--- src/rtl/transformer_ahb_host.sv ---
// AHB-Lite slave owning the transformer_top start/done handshake: operand registers, job FSM with timeout.
// Zero wait state, registered read data; the engine is soft-reset before each job and after an abort or timeout.
module transformer_ahb_host #(
   parameter int IDIM        = 4,
   parameter int WIDTH       = 2,
   parameter int HIDDEN_DIM  = 4,
   parameter int ERST_CYCLES = 2,
   localparam int V = IDIM*WIDTH,
   localparam int W = IDIM*HIDDEN_DIM*WIDTH,
   localparam int H = HIDDEN_DIM*WIDTH
) (
   input  logic          clk,
   input  logic          rst_n,
   input  logic          hsel,
   input  logic [31:0]   haddr,
   input  logic [1:0]    htrans,
   input  logic          hwrite,
   input  logic [31:0]   hwdata,
   input  logic          hready,
   output logic          hreadyout,
   output logic          hresp,
   output logic [31:0]   hrdata,
   output logic          irq,
   output logic          eng_rst_n,
   output logic          eng_start,
   input  logic          eng_done,
   input  logic [V-1:0]  eng_output_data,
   output logic [V-1:0]  eng_input_data,
   output logic [V-1:0]  eng_encoder_output,
   output logic [V-1:0]  eng_mask,
   output logic [W-1:0]  eng_weights1,
   output logic [W-1:0]  eng_weights2,
   output logic [H-1:0]  eng_bias1,
   output logic [V-1:0]  eng_bias2
);

   typedef enum logic [2:0] {S_IDLE, S_ERST, S_START, S_WAIT, S_ABRT} state_t;

   localparam logic [7:0] ERST_LAST = 8'(ERST_CYCLES - 1);

   state_t        state, state_d;
   logic          eng_start_d, eng_rst_n_d;
   logic          a_vld, a_wr;
   logic [3:0]    a_sel;
   logic          wr_en, wr_ctrl, go_wr, abort_wr, stat_w1c;
   logic          busy, cnt_last, done_evt, to_evt, go_evt;
   logic          irq_en, done_q, to_q;
   logic [7:0]    erst_cnt;
   logic [15:0]   cnt, tlimit, cycles_q;
   logic [V-1:0]  result_q;
   logic [31:0]   rd_mux;
   logic          unused_bits;

   assign unused_bits = ^{haddr[31:6], haddr[1:0], htrans[0]};

   assign hreadyout = 1'b1;
   assign hresp     = 1'b0;

   always_ff @(posedge clk or negedge rst_n) begin
      if (!rst_n) begin
         a_vld <= 1'b0;
         a_wr  <= 1'b0;
         a_sel <= 4'd0;
      end else if (hready) begin
         a_vld <= hsel & htrans[1];
         a_wr  <= hwrite;
         a_sel <= haddr[5:2];
      end
   end

   assign wr_en    = a_vld & a_wr;
   assign wr_ctrl  = wr_en && (a_sel == 4'd0);
   assign go_wr    = wr_ctrl & hwdata[0];
   assign abort_wr = wr_ctrl & hwdata[2];
   assign stat_w1c = wr_en && (a_sel == 4'd1);

   assign busy     = (state == S_ERST) || (state == S_START) || (state == S_WAIT);
   assign cnt_last = (tlimit != 16'd0) && (cnt == tlimit - 16'd1);
   assign done_evt = (state == S_WAIT) && eng_done;
   assign to_evt   = (state == S_WAIT) && !eng_done && cnt_last;
   assign go_evt   = (state == S_IDLE) && go_wr;

   always_ff @(posedge clk or negedge rst_n) begin
      if (!rst_n) begin
         state     <= S_IDLE;
         eng_start <= 1'b0;
         eng_rst_n <= 1'b0;
      end else begin
         state     <= state_d;
         eng_start <= eng_start_d;
         eng_rst_n <= eng_rst_n_d;
      end
   end

   // done outranks both timeout and abort in the same WAIT cycle
   always_comb begin
      state_d = state;
      case (state)
         S_IDLE:  if (go_wr) state_d = S_ERST;
         S_ERST:  if (erst_cnt == ERST_LAST) state_d = S_START;
         S_START: state_d = S_WAIT;
         S_WAIT: begin
            if (eng_done)       state_d = S_IDLE;
            else if (cnt_last)  state_d = S_ABRT;
            else if (abort_wr)  state_d = S_ABRT;
         end
         S_ABRT:  state_d = S_IDLE;
         default: state_d = S_IDLE;
      endcase
      eng_start_d = (state_d == S_START);
      eng_rst_n_d = !((state_d == S_ERST) || (state_d == S_ABRT));
   end

   // cnt is 0 during START so it equals cycles elapsed since eng_start
   always_ff @(posedge clk or negedge rst_n) begin
      if (!rst_n) begin
         erst_cnt <= 8'd0;
         cnt      <= 16'd0;
      end else begin
         erst_cnt <= (state == S_ERST) ? erst_cnt + 8'd1 : 8'd0;
         if (state == S_ERST)
            cnt <= 16'd0;
         else if (((state == S_START) || (state == S_WAIT)) && (cnt != 16'hFFFF))
            cnt <= cnt + 16'd1;
      end
   end

   always_ff @(posedge clk or negedge rst_n) begin
      if (!rst_n) begin
         irq_en   <= 1'b0;
         done_q   <= 1'b0;
         to_q     <= 1'b0;
         result_q <= '0;
         cycles_q <= 16'd0;
         tlimit   <= 16'h0100;
      end else begin
         if (wr_ctrl) irq_en <= hwdata[1];
         if (done_evt)                  done_q <= 1'b1;
         else if (go_evt)               done_q <= 1'b0;
         else if (stat_w1c & hwdata[1]) done_q <= 1'b0;
         if (to_evt)                    to_q <= 1'b1;
         else if (go_evt)               to_q <= 1'b0;
         else if (stat_w1c & hwdata[2]) to_q <= 1'b0;
         if (done_evt) begin
            result_q <= eng_output_data;
            cycles_q <= cnt;
         end
         if (wr_en && (a_sel == 4'd10)) tlimit <= hwdata[15:0];
      end
   end

   always_ff @(posedge clk or negedge rst_n) begin
      if (!rst_n) begin
         eng_input_data     <= '0;
         eng_encoder_output <= '0;
         eng_mask           <= '0;
         eng_weights1       <= '0;
         eng_bias1          <= '0;
         eng_weights2       <= '0;
         eng_bias2          <= '0;
      end else if (wr_en && !busy) begin
         case (a_sel)
            4'd2: eng_input_data     <= hwdata[V-1:0];
            4'd3: eng_encoder_output <= hwdata[V-1:0];
            4'd4: eng_mask           <= hwdata[V-1:0];
            4'd5: eng_weights1       <= hwdata[W-1:0];
            4'd6: eng_bias1          <= hwdata[H-1:0];
            4'd7: eng_weights2       <= hwdata[W-1:0];
            4'd8: eng_bias2          <= hwdata[V-1:0];
            default: ;
         endcase
      end
   end

   always_comb begin
      rd_mux = '0;
      case (haddr[5:2])
         4'd0:  rd_mux[1]       = irq_en;
         4'd1:  rd_mux[2:0]     = {to_q, done_q, busy};
         4'd2:  rd_mux[V-1:0]   = eng_input_data;
         4'd3:  rd_mux[V-1:0]   = eng_encoder_output;
         4'd4:  rd_mux[V-1:0]   = eng_mask;
         4'd5:  rd_mux[W-1:0]   = eng_weights1;
         4'd6:  rd_mux[H-1:0]   = eng_bias1;
         4'd7:  rd_mux[W-1:0]   = eng_weights2;
         4'd8:  rd_mux[V-1:0]   = eng_bias2;
         4'd9:  rd_mux[V-1:0]   = result_q;
         4'd10: rd_mux[15:0]    = tlimit;
         4'd11: rd_mux[15:0]    = cycles_q;
         default: ;
      endcase
   end

   // read data is captured at the end of the address phase so it is stable for the whole data phase
   always_ff @(posedge clk or negedge rst_n) begin
      if (!rst_n)
         hrdata <= 32'd0;
      else if (hready && hsel && htrans[1] && !hwrite)
         hrdata <= rd_mux;
   end

   assign irq = (done_q | to_q) & irq_en;

endmodule

--- config.mk ---
export PLATFORM = sky130hd
export DESIGN_NAME = transformer_ahb_host
export DESIGN_NICKNAME = d
export VERILOG_FILES = /design/src/rtl/transformer_ahb_host.sv
export SDC_FILE = /design/constraint.sdc
export NUM_CORES = 1
export LEC_CHECK = 0
export CAP_MARGIN = 30
export CORE_UTILIZATION = 30
export DETAILED_ROUTE_END_ITERATION = 16
export PLACE_DENSITY_LB_ADDON = 0.08
export SLEW_MARGIN = 20
export SYNTH_ARGS = -nofsm -noshare
export SYNTH_HDL_FRONTEND = slang
export SYNTH_SLANG_ARGS = --single-unit
export TNS_END_PERCENT = 30
--- constraint.sdc ---
create_clock -name clk -period 8 [get_ports clk]
set_clock_uncertainty 0.2 [all_clocks]
set_input_delay 1.2 -clock clk [delete_from_list [all_inputs] [get_ports clk]]
set_output_delay 1.2 -clock clk [all_outputs]
set_load 0.01 [all_outputs]
Yosys cells after proc, flatten, opt, wreduce, memory -nomap -nowiden
Cells that the tools add are included.

word-level totals
  bits in registers = 214
  latch bits = 0
  bits in writable memories = 0
  ROM bits = 0
  bits of input ports = 80
  output and inout port bits = 141
  word-level logic and storage cells = 118
  memories = 0

operators by class
  add/sub/neg operators = 3
  multipliers = 0
  div/mod/pow operators = 0
  order comparisons = 0
  equal/unequal tests = 29
  shifts and indexed selects = 0
  multiplexer cells = 21
  bitwise operators = 8
  reduce and logical (&&, ||, !) cells = 35

operators by type and width
  operator                 number
  $pmux W5 S10             1
  $eq A4 B3 Y1 const B     8
  $mux W16                 2
  $pmux W16 S2             1
  $pmux W8 S4              1
  $eq A4 B4 Y1 const B     6
  $pmux W1 S11             2
  $add A16 B1 Y16 const B  1
  $eq A16 B16 Y1           1
  $eq A4 B2 Y1 const B     4
  $ne A16 B16 Y1 const B   1
  $reduce_bool A16 Y1      1
  $sub A16 B1 Y16 const B  1
  $mux W3                  5
  $reduce_and A2 Y1        7
  $logic_and A1 B1 Y1      13
  $pmux W1 S12             1
  $pmux W3 S4              1
  $eq A3 B2 Y1 const B     3
  $add A8 B1 Y8 const B    1
  $eq A4 B1 Y1 const B     2
  $eq A8 B1 Y1 const B     1
  $logic_not A4 Y1         2
  $mux W8                  1
  other kinds (10)         29

Depth between registers and ports, before layout
Gate-level depths: netlist (run 1).

  depth after elaboration = 10
  gate-level depth with buffers = 10

Worst setup path after synthesis (run 1)
No wires, ideal clock.

  kind = input -> register
  start point = in haddr[5]
  end point = reg hrdata[21]
  setup time = 0.077 ns
  arrival = 2.802 ns
  required time = 7.723 ns
  path slack = 4.922 ns
  cell stages on the path = 9
  path through = inv_1 -> ha_1 -> clkbuf_1 -> and3_1 -> clkbuf_1 -> clkbuf_1 -> buf_1 -> a22oi_1 -> o21ai_1

on the way
  longest elaborated chain between the ends = 2
  elaborated cells on any way between the ends = 3
  classes of those cells = eq/ne: 2; mux: 1

RTL lines
  item                  line  RTL
  start, declared       15    input logic [31:0] haddr,
  $eq A4 B3 Y1          177   case (haddr[5:2])
  $pmux W16 S2 *        177
  end signal, assigned  199   hrdata <= rd_mux;
  end, declared         22    output logic [31:0] hrdata,

Mark *: on every way between the ends. The rest lies on a longest branch, timed or not.
A chain may end at the register's enable or synchronous reset.

Worst setup path in the final report (run 1)
  start point = in haddr[4]
  end point = reg hrdata[1]

on the way
  longest elaborated chain between the ends = 2
  elaborated cells on any way between the ends = 13
  classes of those cells = eq/ne: 11; mux: 1; reduce/logical: 1

RTL lines
  item                                  line
  $eq A4 B4 Y1 (tied with other cells)  177
  $pmux W1 S12 *                        177

Marks and branches as above.

==> results.toml, run 1 <==
[route]
drc = 0
drtPass1Iterations = 5
vias_per_cell = 5.022
ant_nets = 0
routedWlPerCell_um = 20.50
num_vias = 7437
initialDrtViolationCount = 365
wl_um = 30360

[power]
power.total_uw = 3447
p_leak_uw = 0.005738
ir_worst_vdd_uv = 150.7
power_density_nw_per_um2 = 260.7

[synth]
yosysWarnings = 0
synth-seq-area-share = 0.5373
synthFlopType = "dfrtp_1"
synthMuxAreaShare = 0.1745
synth_adder_area_share = 0.01004
async_flop_share = 1.000
synth_edf_count = 0
syn-cell-area_sq_um = 9968
synth_top_family_by_area = "multiplexers"
synth.area.top_cells = "dfrtp_1 53%, mux2_1 13%, mux2_2 4.1%"
syn_nets = 932
synth_cell_types = 68
yosysTopAreaCell = "dfrtp_1"
synth_xor_area_frac = 0.03125
synth_compound_area_frac = 0.1231
synthCells = 844
synth_simple_gate_area_frac = 0.09464
syn_area_per_cell_sq_um = 11.81
synth_top_area_frac = 0.5347
ys_ff_latch = 214

[timing]
worst_slew_pin_slew_ns = 0.8805
fin_crit_ns = 3.495
holdWs_ns = 0.2725
clock.fmax_mhz = 286.1
rsz0062_at_grt = "false"
hold_violations = 0
fin_setup_tns_ns = 0
slew-limit-headroom = 0.4076
slew_viol_final = 0
finalSetupViolCount = 0
final.period_utilization = 0.4369

[flow_run]
drv_cap = 0

[floorplanning]
initial_core_util = 0.3056
io_pins = 221
chipWidth_um = 184.3
core_sq_um = 32620
die_area_sq_um = 33960
fp.dieH_um = 184.3
rows = 66

[placement]
place.gp.congestion = 0.7412
numPortBuffers = 189
place_hpwl_um = 20810

[setup_path]
worst-path-buf-inv = 2
required_ns = 8.28
critical_path.top_delay_family = "buffers and inverters"
cp_slowest_stage_delay_ns = 0.77
worstSetupPathType = "in -> reg"
cp-end-kind = "register"
cp.depth = 7
cpMaxStageDelayCell = "and3_2"
r2r_start = "tlimit[1]"
rr_worst_depth = 8
path_cells = "clkdlybuf4s50_1 > ha_1 > buf_4 > and3_2 > a222oi_1 > a211oi_1 > a21o_1"
crit_path_end = "hrdata[1]"
startpoint_type = "primary input"
worst-path-max-fanout = 28
cp-startpoint = "haddr[4]"
arrival_ns = 3.77
r2r-end = "eng_rst_n"
r2r_setup_slack_ns = 4.84

[layout]
layout_common_cells = "213 x dfrtp_1, 188 x clkdlybuf4s50_1, 114 x mux2_1"
insertedDiodeCount = 0
drive_above_1_share = 0.1011
area_growth_pct = 32.68
final_net_count = 1106
fillerInstances = 3149
layout_commonest_cell = "dfrtp_1"

[global_routing]
antenna_found_initial = 0
grt_usage = 0.1805
grt_overflow = 0
grt_pass1_wl_um = 46690
grt_max_degree = 97
first_global_vias = 7496

[cts]
htreeDepth = 1
cts_setup_buffers = 0
cts_resized = 0
numCtsBuffers = 27
cts-root-buf = "clkbuf_16"
cts_buffer_depth = 3
clk_latency_ns = 0.54
hold_buffers = 0
cts_tree = "done"
cts_sinks = 214
clkTransAtPathRegs_ns = 0.06

[outcome]
status = "completed"

[min_path]
min_path_type = "reg -> reg"
## worst min path at each step
stage	endpoint	startpoint	slack [ns]	cells after the start
4_1_cts	hrdata[5]	hrdata[5]	0.28	2
3_3_place_gp	hrdata[7]	hrdata[7]	0.26	2
2_1_floorplan	cycles_q[6]	cycles_q[6]	0.25	2
6_report	hrdata[5]	hrdata[5]	0.27	2
5_1_grt	hrdata[27]	hrdata[27]	0.31	2
3_5_place_dp	hrdata[5]	hrdata[5]	0.27	2
## worst min-delay path, stage by stage (launching register included)
cell	delay, ns
dfrtp_1	0.34
nand2_1	0.05
nand2_1	0.05
## cell type report
cell class,count,area [sq um],share of cell area
clock inverters,4,52.55,0.003973
well taps,442,553.0,0.04181
repair buffers,202,1994,0.1508
flip-flops and latches,214,5356,0.4050
clock buffers,46,857.1,0.06480
inverters,12,45.04,0.003406
multi-input cells,561,4368,0.3302
## kinds of logic (layout without fill, tap and decap cells)
kind of cell | count (synthesis) | count (layout)
DFF | 214 | 214
and+or+nand+nor | 191 | 191
AOI/OAI and AO/OA | 171 | 171
muxes | 155 | 155
buffers and inverters | 69 | 264
xor gates and xnor gates | 34 | 34
adders and majority gates | 8 | 8
other | 2 | 2
## flip-flops by register name, summed over array words and instances, names as in the netlist, 3 cells and up
register / cells
cycles_q: 16
eng_bias2: 8
eng_bias1: 8
result_q: 8
state: 3
eng_input_data: 8
eng_weights1: 32
a_sel: 4
eng_weights2: 32
cnt: 16
hrdata: 32
eng_encoder_output: 8
tlimit: 16
eng_mask: 8
erst_cnt: 8
## power breakdown
group,leakage [uW],switching [uW],total [uW],internal (uW)
clock,0.000448,470,1220,755
combinational,0.00248,360,776,416
sequential,0.00281,186,1450,1260
total,0.00574,1020,3450,2430
## stage by stage
step	cell area, sq um	std cells	utilization	setup WS (ns)
floorplan	9968	844	-	4.922
global placement	12300	1430	0.3771	3.932
detailed placement	12320	1431	0.3776	3.945
CTS	13230	1481	0.4055	4.512
global route	13230	1481	0.4055	4.343
finish	13230	1481	0.4055	4.505
## per-layer routing
metal,track usage,vias to the layer above,wire [um]
met5,0,-,0
met4,0.03133,0,312
met3,0.03813,26,1880
met2,0.2797,215,13290
met1,0.2604,3743,14870
li1,-,3453,-
## synth_stat cells, types with 3 or more instances
cell type and n:
xnor2_1 16, a22o_1 21, a222oi_1 4, nand2b_1 5
buf_1 3, mux2_1 114, nand4_1 9, nor3b_1 4
o21ai_1 31, a211oi_1 4, mux2_2 36, nor2_1 44
nor2b_1 6, and3_1 7, inv_1 11, nor4_1 3
nor3_1 9, a32oi_1 3, xor2_1 17, o21ai_0 13
clkbuf_1 46, nand2_1 61, o22ai_1 3, nand3_1 24
a22oi_1 33, mux2i_1 5, a221o_1 8, a31oi_1 3
a221oi_1 7, a21oi_1 19, buf_4 3, nand4b_1 4
buf_2 3, dfrtp_1 213, o31ai_1 3, ha_1 8
or2_1 3
(Power assumes the default switching activity.)
==> run 2, diff against run 1 <==
- clock period: 8 -> 3.04 ns (I/O delays scaled with it)
==> run 2 against run 1 <==
Compared with the run above:
- register-to-register slack lost 4.7 ns
- combinational power rose to 2.7 times the previous value
- hold slack about the same
- largest cell class unchanged
- clock power grew 150%
- total power rose to 2.6 times the previous value
==> results.toml, run 2 (synthesized netlist as in run 1, its figures left out) <==
[setup_path]
required_ns = 3.28
cp-end-kind = "register"
startpoint_type = "register"
critical_path.top_delay_family = "simple AND/OR/NAND/NOR gates"
path_cells = "inv_1 > ha_1 > or3b_4 > a2111oi_4 > a211oi_1 > o31a_1 > or4_1 > o21ai_1"
arrival_ns = 3.10
r2r_start = "tlimit[0]"
worst-path-buf-inv = 1
worst-path-max-fanout = 3
rr_worst_depth = 8
worstSetupPathType = "reg -> reg"
r2r_setup_slack_ns = 0.18
cpMaxStageDelayCell = "or4_1"
cp_slowest_stage_delay_ns = 0.63
r2r-end = "to_q"

[route]
ant_nets = 0
routedWlPerCell_um = 20.37
vias_per_cell = 4.956
num_vias = 7469
wl_um = 30690
initialDrtViolationCount = 380
drtPass1Iterations = 5
drc = 0

[power]
power.total_uw = 8912
ir_worst_vdd_uv = 385.2
power_density_nw_per_um2 = 664.2
p_leak_uw = 0.005849

[cts]
cts-root-buf = "clkbuf_16"
cts_tree = "done"
htreeDepth = 1
hold_buffers = 1
clk_latency_ns = 0.53
clkTransAtPathRegs_ns = 0.06
cts_resized = 0
numCtsBuffers = 26
cts_setup_buffers = 0
cts_sinks = 214
cts_buffer_depth = 3

[global_routing]
grt_max_degree = 80
grt_usage = 0.1835
grt_pass1_wl_um = 47620
antenna_found_initial = 0
first_global_vias = 7668
grt_overflow = 0

[flow_run]
drv_cap = 0

[layout]
drive_above_1_share = 0.1164
area_growth_pct = 34.62
largestRegisters = "eng_weights1 (32), eng_weights2 (32), hrdata (32)"
final_net_count = 1135
insertedDiodeCount = 0
final_area_sq_um = 13420
layout_commonest_cell = "dfrtp_1"
layout_common_cells = "213 x dfrtp_1, 188 x clkdlybuf4s50_1, 114 x mux2_1"

[floorplanning]
initial_core_util = 0.3056
fp.dieH_um = 184.3
core_sq_um = 32620
die_area_sq_um = 33960
chipWidth_um = 184.3
rows = 66
io_pins = 221

[min_path]
min_path_type = "reg -> reg"
min_path_cells = 2
holdPathEnd = "hrdata[5]"
holdCritStartpoint = "hrdata[5]"

[timing]
clock.fmax_mhz = 350.0
holdWs_ns = 0.2725
rsz0062_at_grt = "false"
worst_slew_pin_slew_ns = 0.8266
hold_violations = 0
slew_viol_final = 0
fin_crit_ns = 2.857
finalSetupViolCount = 0
fin_setup_tns_ns = 0
slew-limit-headroom = 0.4478
final.period_utilization = 0.9399

[placement]
place_hpwl_um = 21960
place.gp.congestion = 0.7954
placedInstanceArea_sq_um = 12590
numPortBuffers = 189

[outcome]
status = "completed"
[run 2: cell types whose count changed in the layout (fill, tap and decap cells not counted), sizes merged]
cell         before  now
buf              14   43
inv              13   12
clkinv            2    1
clkbuf           46   44
dlygate4sd3       0    1
[run 2: tightest hold or removal path: stages (launching register included)]
cell     delay [ns]
dfrtp_1        0.34
nand2_1        0.05
nand2_1        0.05
[run 2: power breakdown]
| group | total, uW | internal (uW) | switching, uW |
|---|---|---|---|
| combinational | 2130 | 1140 | 992 |
| clock | 2990 | 1810 | 1180 |
| sequential | 3790 | 3320 | 475 |
| total | 8910 | 6260 | 2650 |
[run 2: how the worst max path moves through the flow]
| stage | startpoint | to | slack (ns) | cells after the start |
|---|---|---|---|---|
| 5_1_grt | tlimit[0] | state[2] | 0.01 | 8 |
| 3_5_place_dp | haddr[5] | hrdata[3] | 0.13 | 10 |
| 4_1_cts | tlimit[0] | to_q | 0.19 | 8 |
| 6_report | tlimit[0] | to_q | 0.18 | 8 |
| 3_3_place_gp | haddr[5] | hrdata[3] | 0.13 | 10 |
| 2_1_floorplan | tlimit[0] | state[2] | 0.42 | 8 |
[run 2: area by class of cell]
cell class | instances | area, sq um
fillers | 3156 | 19200
flip-flops and latches | 214 | 5356
multi-input cells | 561 | 4353
repair buffers | 232 | 2297
clock buffers | 44 | 779.5
well taps | 442 | 553.0
inverters | 12 | 45.04
clock inverters | 2 | 35.03
[run 2: layer usage]
metal  share of wire  global-route usage  routed length (um)  up-vias
li1                -                   -                   -     3508
met1            0.50              0.2673               15260     3708
met2            0.43              0.2782               13190      210
met4           0.022             0.04600                 663        0
met5               0                   0                   0        -
met3           0.051             0.03399                1572       43
[run 2: stage by stage]
stage          setup WS (ns)  cells    util
2_1_floorplan         0.4171    844       -
3_5_place_dp          0.1341   1459  0.3859
3_3_place_gp          0.1251   1459  0.3859
5_1_grt              0.01255   1507  0.4114
4_1_cts               0.1876   1506  0.4112
6_report              0.1827   1507  0.4114
